==> config.mk <==
export PLATFORM = sky130hd
export DESIGN_NAME = iccm_prog_loader_flat
export DESIGN_NICKNAME = d
export VERILOG_FILES = /design/src/rtl/iccm_prog_loader_if.sv /design/src/rtl/iccm_prog_loader.sv /design/src/flat_wrapper.sv
export SDC_FILE = /design/constraint.sdc
export NUM_CORES = 1
export LEC_CHECK = 0
export ABC_AREA = 1
export CORE_MARGIN = 3
export CORE_UTILIZATION = 35
export DETAILED_ROUTE_END_ITERATION = 6
export SLEW_MARGIN = 20
export SYNTH_ARGS = -nofsm -noshare
export SYNTH_HDL_FRONTEND = slang
export SYNTH_SLANG_ARGS = --single-unit
==> constraint.sdc <==
create_clock -name clk_i -period 16.4 [get_ports clk_i]
set_input_delay 2.46 -clock clk_i [delete_from_list [all_inputs] [get_ports clk_i]]
set_output_delay 2.46 -clock clk_i [all_outputs]
set_load 0.01 [all_outputs]
==> src/rtl/iccm_prog_loader_if.sv <==
// iccm_prog_loader_if: byte stream in, ICCM word writes and load status out
interface iccm_prog_loader_if #(
    parameter int ADDR_W = 11
);
    logic              prog_i;
    logic              rx_dv_i;
    logic [7:0]        rx_byte_i;
    logic              we_o;
    logic [ADDR_W-1:0] addr_o;
    logic [31:0]       wdata_o;
    logic              sys_rst_no;
    logic              done_o;
    logic              err_o;
    modport slave (
        input  prog_i, rx_dv_i, rx_byte_i,
        output we_o, addr_o, wdata_o, sys_rst_no, done_o, err_o
    );
    modport master (
        output prog_i, rx_dv_i, rx_byte_i,
        input  we_o, addr_o, wdata_o, sys_rst_no, done_o, err_o
    );
endinterface

==> src/rtl/iccm_prog_loader.sv <==
// iccm_prog_loader: parses a length-prefixed, XOR-checksummed UART image into ICCM word writes
module iccm_prog_loader #(
    parameter int ADDR_W         = 11,
    parameter int DEPTH          = 2048,
    parameter int TIMEOUT_CYCLES = 1_000_000
) (
    input logic              clk_i,
    input logic              rst_i,
    iccm_prog_loader_if.slave bus
);
    localparam int TW = $clog2(TIMEOUT_CYCLES + 1);
    typedef enum logic [2:0] {IDLE, LEN0, LEN1, DATA, CSUM, DONE, ERR} state_t;
    state_t            state_q;
    logic              prog_q, pend_q;
    logic [15:0]       len_q;
    logic [1:0]        lane_q;
    logic [23:0]       asm_q;
    logic [31:0]       pdata_q;
    logic [ADDR_W-1:0] cnt_q, paddr_q;
    logic [7:0]        csum_q;
    logic [TW-1:0]     tmo_q;
    logic              start, last, tmo_hit, too_long;
    logic [15:0]       n;
    logic [31:0]       word;
    always_comb begin
        start    = bus.prog_i & ~prog_q;
        n        = {bus.rx_byte_i, len_q[7:0]};
        too_long = {16'h0, n} > 32'(DEPTH);
        word     = {bus.rx_byte_i, asm_q};
        last     = 32'(cnt_q) + 32'd1 == {16'h0, len_q};
        tmo_hit  = tmo_q == TW'(TIMEOUT_CYCLES - 1);
    end
    // Outputs trail the FSM by one register stage, so writes and status land a cycle after the deciding byte.
    always_ff @(posedge clk_i or posedge rst_i) begin
        if (rst_i) begin
            state_q        <= IDLE;
            prog_q         <= 1'b0;
            pend_q         <= 1'b0;
            len_q          <= '0;
            lane_q         <= '0;
            asm_q          <= '0;
            pdata_q        <= '0;
            cnt_q          <= '0;
            paddr_q        <= '0;
            csum_q         <= '0;
            tmo_q          <= '0;
            bus.we_o       <= 1'b0;
            bus.addr_o     <= '0;
            bus.wdata_o    <= '0;
            bus.sys_rst_no <= 1'b1;
            bus.done_o     <= 1'b0;
            bus.err_o      <= 1'b0;
        end else begin
            prog_q         <= bus.prog_i;
            pend_q         <= 1'b0;
            bus.we_o       <= pend_q;
            if (pend_q) begin
                bus.addr_o  <= paddr_q;
                bus.wdata_o <= pdata_q;
            end
            bus.sys_rst_no <= state_q == IDLE || state_q == DONE;
            bus.done_o     <= state_q == DONE;
            bus.err_o      <= state_q == ERR;
            case (state_q)
                IDLE, DONE, ERR: begin
                    cnt_q  <= '0;
                    csum_q <= '0;
                    lane_q <= '0;
                    tmo_q  <= '0;
                    if (start) state_q <= LEN0;
                end
                default: begin
                    // Abort beats a byte arriving in the same cycle; a byte beats the timeout.
                    if (!bus.prog_i) state_q <= ERR;
                    else if (bus.rx_dv_i) begin
                        tmo_q <= '0;
                        case (state_q)
                            LEN0: begin
                                len_q   <= {8'h00, bus.rx_byte_i};
                                state_q <= LEN1;
                            end
                            LEN1: begin
                                len_q   <= n;
                                state_q <= too_long ? ERR : (n == 16'h0 ? CSUM : DATA);
                            end
                            DATA: begin
                                asm_q  <= {bus.rx_byte_i, asm_q[23:8]};
                                csum_q <= csum_q ^ bus.rx_byte_i;
                                lane_q <= lane_q + 2'd1;
                                if (lane_q == 2'd3) begin
                                    pend_q  <= 1'b1;
                                    pdata_q <= word;
                                    paddr_q <= cnt_q;
                                    cnt_q   <= cnt_q + 1'b1;
                                    if (last) state_q <= CSUM;
                                end
                            end
                            default: state_q <= bus.rx_byte_i == csum_q ? DONE : ERR;
                        endcase
                    end else if (tmo_hit) state_q <= ERR;
                    else tmo_q <= tmo_q + 1'b1;
                end
            endcase
        end
    end
endmodule

==> src/flat_wrapper.sv <==
// flat-port wrapper written by rule: the top's interface ports become plain ports
module iccm_prog_loader_flat 
#(
    parameter int ADDR_W         = 11,
    parameter int DEPTH          = 2048,
    parameter int TIMEOUT_CYCLES = 1_000_000
)
  (clk_i, rst_i, bus_prog_i, bus_rx_dv_i, bus_rx_byte_i, bus_we_o, bus_addr_o, bus_wdata_o, bus_sys_rst_no, bus_done_o, bus_err_o);
  iccm_prog_loader_if #(.ADDR_W(ADDR_W)) bus_i ();
  input logic clk_i;
  input logic rst_i;
  input wire logic [$bits(bus_i.prog_i)-1:0] bus_prog_i;
  input wire logic [$bits(bus_i.rx_dv_i)-1:0] bus_rx_dv_i;
  input wire logic [$bits(bus_i.rx_byte_i)-1:0] bus_rx_byte_i;
  output wire logic [$bits(bus_i.we_o)-1:0] bus_we_o;
  output wire logic [$bits(bus_i.addr_o)-1:0] bus_addr_o;
  output wire logic [$bits(bus_i.wdata_o)-1:0] bus_wdata_o;
  output wire logic [$bits(bus_i.sys_rst_no)-1:0] bus_sys_rst_no;
  output wire logic [$bits(bus_i.done_o)-1:0] bus_done_o;
  output wire logic [$bits(bus_i.err_o)-1:0] bus_err_o;
  assign bus_i.prog_i = bus_prog_i;
  assign bus_i.rx_dv_i = bus_rx_dv_i;
  assign bus_i.rx_byte_i = bus_rx_byte_i;
  assign bus_we_o = bus_i.we_o;
  assign bus_addr_o = bus_i.addr_o;
  assign bus_wdata_o = bus_i.wdata_o;
  assign bus_sys_rst_no = bus_i.sys_rst_no;
  assign bus_done_o = bus_i.done_o;
  assign bus_err_o = bus_i.err_o;
  iccm_prog_loader #(.ADDR_W(ADDR_W), .DEPTH(DEPTH), .TIMEOUT_CYCLES(TIMEOUT_CYCLES)) u_core (.clk_i(clk_i), .rst_i(rst_i), .bus(bus_i));
endmodule
==> metrics.txt, run 1 <==
status=completed; DR pass1 iterations=4; DP Cell Count=1143; most frequent CP cell=buf_4; postcts setup bufs=0; Relative slew margins=35.21%; CP Cell Sequence=clkdlybuf4s50_1, nand2_1, inv_1, nand2_2, buf_4, nor2_4, inv_2, buf_4, o21ai_0; Post-DP HPWL=11.29 mm; Slowest-stage cell, CP=buf_4; most frequent cells in the layout=nand2_1, dfrtp_1, o21ai_0; Nets=903; post-DR vias/cell=4.768; CP peak stage delay=0.54 ns; fin cells=1176; crit path max fanout=73; Crit. End Element=flop; clock buffer depth=2; Clock Latency Late Sink=0.43 ns; final WL=16.26 mm; final instance area=9126 um2; Initial Utilization=36.18%; Required @ worst endpoint=16.68 ns; initial antenna violation count=0; Cells after Synth=836; Slew Limit Fails=0; minimum clock period after layout=4.674 ns; synth unique cells=33; register area share after synthesis=57.21%; gr ovfl total=0; gr usage total=14.08%; crit path to=u_core.pdata_q[29]; CTS Buf Count=17; hold_buf cts=0; CTS sink cnt=176; Tightest Pin Transition=0.9718 ns; CP arrival=4.95 ns; Worst Setup SP=bus_rx_dv_i; worst clock skew=0.009462 ns; Crit Path Category=in -> reg; # rows=53; CP Launch Type=input pin; Hold Violations, Final=0; 1st-iter DRT viols=293; Peak VDD IR=0.00008407 V; average size of a mapped cell=9.212 um2; Post-Syn Area=7701 um2; P_leak=4.297 nW; Placed Area=8527 um2; final worst-path cycle share=28.50%; IO Count=59; largest net degree at the start of global routing=110; worst reg2reg endpoint=u_core.tmo_q[6]; DRT antenna net count=0; reg2reg path depth=11; worst min path class=reg -> reg; Die Wd=154.3 um; Clk pin slew, worst setup/hold paths=0.07 ns; Synth Net Count=851; via count=5607; area of the core=21290 um2; post-cts resize count=0; Final Wtd Congestion=0.8701; IO Port Bufs=58; most common cell after layout, fill and taps aside=nand2_1; Pwr Density=123.5 nW/um2; fraction of final layout cells sized beyond drive strength 1=10.99%; DRC viols=0; ant diodes=0; Critical R2R Launch=u_core.state_q[2]; R2R Setup Slk=13.73 ns; YS warnings=0; H-tree level count=4; Post-synth EDFFs=0; Primary FF master, synth=dfrtp_1; routed len/inst=13.82 um; setup TNS=0 ns; first-pass GRT wire length=27.35 mm; max-cap violation count=0; CTS tree=yes; vias in the first global route=5333; Synth async-reset ratio=100.0%; Area Growth Syn to Fin=18.51%; Die Ht=154.3 um; die area=23820 um2; Yosys reg bits=176; final setup vio count=0; RSZ-0062 raised after global routing=false; FMAX=213.9 MHz; root buf cell=clkbuf_16; total power=0.001127 W
==> per-layer routing <==
metal | share of wire, % | wire length (um) | track usage [%]
met2 | 46 | 7510 | 21.96
met4 | 0.78 | 127 | 3.154
met5 | 0 | 0 | 0
met1 | 49 | 7956 | 20.03
met3 | 4.1 | 662 | 3.414
==> how the worst min path moves through the flow <==
stage	from	end	slack, ns	cells after the start
after floorplan	u_core.pend_q	u_core.bus.we_o	0.35	0
after global placement	u_core.pdata_q[5]	u_core.pdata_q[5]	0.45	2
after detailed placement	u_core.pdata_q[2]	u_core.pdata_q[2]	0.45	2
after CTS	u_core.pdata_q[2]	u_core.pdata_q[2]	0.47	2
after global routing	u_core.pdata_q[2]	u_core.pdata_q[2]	0.49	2
final	u_core.lane_q[0]	u_core.lane_q[0]	0.47	1
==> Yosys cell counts, types with 5 or more instances <==
cell type	number	area [um2]
xor2_1	12	105.1
buf_2	11	55.05
nor3_1	10	50.05
nand2_1	211	792.0
nand4_1	15	93.84
nor2_1	44	165.2
mux2_2	43	484.2
o21ai_0	89	445.4
xnor2_1	5	43.79
o21ai_1	8	40.04
dfrtp_1	175	4379
clkbuf_1	17	63.81
o22ai_1	7	43.79
nand3_1	57	285.3
a21oi_1	13	65.06
inv_1	88	330.3
==> power by group <==
part | internal [W] | total, W | switching (W) | leakage [nW]
clock network | 0.000202 | 0.000390 | 0.000188 | 0.277
logic | 0.0000664 | 0.000215 | 0.000148 | 1.61
registers | 0.000486 | 0.000522 | 0.0000358 | 2.41
total | 0.000754 | 0.00113 | 0.000373 | 4.30
==> per-stage QoR <==
| step | worst slack [ns] | util [%] | hold WS (ns) |
|---|---|---|---|
| finish | 11.73 | 42.87 | 0.4717 |
| CTS | 11.74 | 42.74 | 0.4728 |
| global placement | 11.38 | 40.06 | 0.4549 |
| detailed placement | 11.28 | 40.06 | 0.4530 |
| global route | 11.47 | 42.87 | 0.4867 |
| floorplan | 9.168 | - | 0.3519 |
==> registers in the layout, summed over array words and instances (netlist names) <==
name and cells:
u_core.asm_q 24, u_core.bus.addr_o 11, u_core.bus.done_o 1, u_core.bus.err_o 1, u_core.bus.sys_rst_no 1, u_core.bus.wdata_o 32
u_core.bus.we_o 1, u_core.cnt_q 11, u_core.csum_q 8, u_core.lane_q 2, u_core.len_q 16, u_core.paddr_q 11
u_core.pdata_q 32, u_core.pend_q 1, u_core.prog_q 1, u_core.state_q 3, u_core.tmo_q 20
==> critical path: cells and delay by family <==
kind / cells / cell delay, ns
AOI/OAI and AO/OA: 1 / 0.17
buffers and inverters: 5 / 1.82
and+or+nand+nor: 3 / 0.44
==> area by class of cell <==
type	instances	area [um2]
clock buffers	17	425.4
clock inverters	15	146.4
fillers	2065	12160
inverters	92	350.3
multi-input cells	539	2823
flip-flops and latches	176	4407
well taps	275	344.1
repair buffers	62	630.6
==> logic make-up after synthesis <==
family                   count (synthesis)  share of synthesized area, %
AND/OR/NAND/NOR                        351                         19.22
adder cells (fa/ha/maj)                  3                        0.4875
XOR/XNOR                                17                         1.933
flip-flops                             176                         57.21
multiplexers                            43                         6.288
buffers and inverters                  121                         6.174
AO/OA/AOI/OAI                          125                         8.692
No activity file was read; power rests on OpenSTA's default activity.
==> inputs of run 2 (changes only) <==
Clock period 16.4 ns to 4.7 ns, I/O delays scaled along.
==> metrics.txt, run 2 (synthesized netlist as in run 1, its figures left out) <==
DP Cell Count=1143 (unchanged); Reg area=4407 um2 (unchanged); area of the core=21290 um2 (unchanged); gr ovfl total=0 (unchanged); Crit. End Element=flop; root buf cell=clkbuf_16; postcts setup bufs=0 (unchanged); crit path to=u_core.tmo_q[6]; Area Growth Syn to Fin=18.75%; clock buffer depth=2 (unchanged); clock group share of total power=36.2% (+1.6 points); Final Util=42.96% (+0.088 points); Clock Latency Late Sink=0.43 ns (about the same); Tightest Pin Transition=0.9566 ns (-0.01523 ns); via count=5578 (-0.52%); # rows=53 (unchanged); minimum clock period after layout=2.665 ns; CTS tree=yes; final instance area=9145 um2 (+0.21%); pre-CTS setup slack=1.598 ns (-9.679 ns); Top Registers=u_core.bus.wdata_o (32), u_core.pdata_q (32), u_core.asm_q (24); CTS Buf Count=17 (unchanged); Clk pin slew, worst setup/hold paths=0.07 ns (about the same); DR pass1 iterations=5 (+1); first-pass GRT wire length=27.39 mm (+0.13%); worst reg2reg endpoint=u_core.tmo_q[6]; IO Port Bufs=58 (unchanged); DRT antenna net count=0 (unchanged); final WL=16.35 mm (+0.58%); Crit Path Category=reg -> reg; area of the multi-input gates=2823 um2 (unchanged); status=completed; initial antenna violation count=0 (unchanged); largest net degree at the start of global routing=162 (+47%); Die Ht=154.3 um (unchanged); reg2reg path depth=11 (unchanged); final setup margin=2.035 ns (-9.691 ns); fill cell count=2062 (-0.15%); P_leak=4.304 nW (+0.16%); 1st-iter DRT viols=293 (unchanged); Relative slew margins=36.23% (+1.0 points); Die Wd=154.3 um (unchanged); CP arrival=3.01 ns (-1.94 ns); final setup vio count=0 (unchanged); Peak VDD IR=0.0003129 V (+270%); hold_buf cts=0 (unchanged); H-tree level count=4 (unchanged); Critical R2R Launch=u_core.state_q[2]; die area=23820 um2 (unchanged); crit path max fanout=21 (-71%); DRC viols=0 (unchanged); Worst Setup SP=u_core.state_q[2]; Psw=0.001285 W (+240%); gr usage total=14.19% (+0.11 points); fin cells=1175 (-0.085%); vias in the first global route=5350 (+0.32%); Placed Area=8538 um2 (+0.13%); worst clock skew=0.01013 ns (+0.0006658 ns); Seq pwr share=45.1% (-1.2 points); Combinational Power Share=18.7% (-0.4 points); routed len/inst=13.92 um (+0.67%); worst min path class=reg -> reg; Nets=902 (-0.11%); Slew Limit Fails=0 (unchanged); Final Wtd Congestion=0.8582 (-1.4%); Pwr Density=440.8 nW/um2 (+260%); ant diodes=0 (unchanged); FMAX=375.2 MHz; R2R Setup Slk=2.03 ns (-11.70 ns); Hold Violations, Final=0 (unchanged); RSZ-0062 raised after global routing=false; most frequent cells in the layout=nand2_1, dfrtp_1, o21ai_0; Post-DP HPWL=11.28 mm (-0.13%); Initial Utilization=36.18% (unchanged); post-cts resize count=0 (unchanged); IO Count=59 (unchanged); CTS sink cnt=176 (unchanged); max-cap violation count=0 (unchanged); fraction of final layout cells sized beyond drive strength 1=10.89% (-0.099 points); Hold Crit Depth=2 (+1); final worst-path cycle share=56.71%; setup TNS=0 ns (unchanged); net switching share of the total power=31.89% (-1.2 points); Required @ worst endpoint=5.04 ns (-11.64 ns); most common cell after layout, fill and taps aside=nand2_1; internal power=0.002745 W (+260%); post-DR vias/cell=4.747 (-0.43%); CP Launch Type=flop
run 2: changes by cell type in the layout (fill, tap and decap cells not counted), sizes merged:
| cell | previous run | this run |
|---|---|---|
| clkinv | 6 | 2 |
| bufinv | 0 | 2 |
| buf | 4 | 3 |
| clkbuf | 17 | 18 |
| clkinvlp | 2 | 3 |
run 2: how the worst min path moves through the flow:
stage | startpoint | to | slack (ns)
floorplan | u_core.pend_q | u_core.bus.we_o | 0.35
global placement | u_core.pdata_q[3] | u_core.pdata_q[3] | 0.46
detailed placement | u_core.asm_q[2] | u_core.pdata_q[2] | 0.46
CTS | u_core.asm_q[2] | u_core.pdata_q[2] | 0.47
global route | u_core.pdata_q[5] | u_core.pdata_q[5] | 0.50
finish | u_core.asm_q[2] | u_core.pdata_q[2] | 0.47
run 2: worst max-delay path, stage by stage (launching register included):
cell     delay, ns
dfrtp_1       0.41
inv_1         0.22
o21ai_2       0.16
o21ai_2       0.13
o21ai_4       0.15
inv_2         0.34
nand2_2       0.20
inv_2         0.10
nand2_2       0.23
inv_1         0.40
nor3_1        0.08
nor3_1        0.13
run 2: per-layer routing:
layer	GRT usage, %	share of wire (%)	vias up
li1	-	-	2826
met2	22.36	46	92
met4	4.752	1.2	0
met5	0	0	-
met1	19.38	49	2646
met3	3.302	3.6	14
run 2: final cells by class:
type                            instances  share of cell area (%)
Clock buffer                           18                   4.802
Clock inverter                         14                   1.833
Inverter                               92                   3.817
Multi-Input combinational cell        539                   30.87
Sequential cell                       176                   48.19
Tap cell                              275                   3.762
Timing Repair Buffer                   61                   6.731
run 2: power by group through the flow:
stage	logic (W)	registers (W)	clock network [W]
floorplan	0.000564	0.00182	0
global placement	0.000756	0.00184	0
detailed placement	0.000763	0.00185	0
CTS	0.000767	0.00182	0.00150
global route	0.000860	0.00184	0.00157
finish	0.000754	0.00182	0.00146
run 2: stage by stage:
step / hold WS [ns] / power, W
CTS: 0.4727 / 0.004082
global placement: 0.4617 / 0.002598
finish: 0.4657 / 0.004031
floorplan: 0.3519 / 0.002386
global route: 0.4969 / 0.004274
detailed placement: 0.4602 / 0.002609
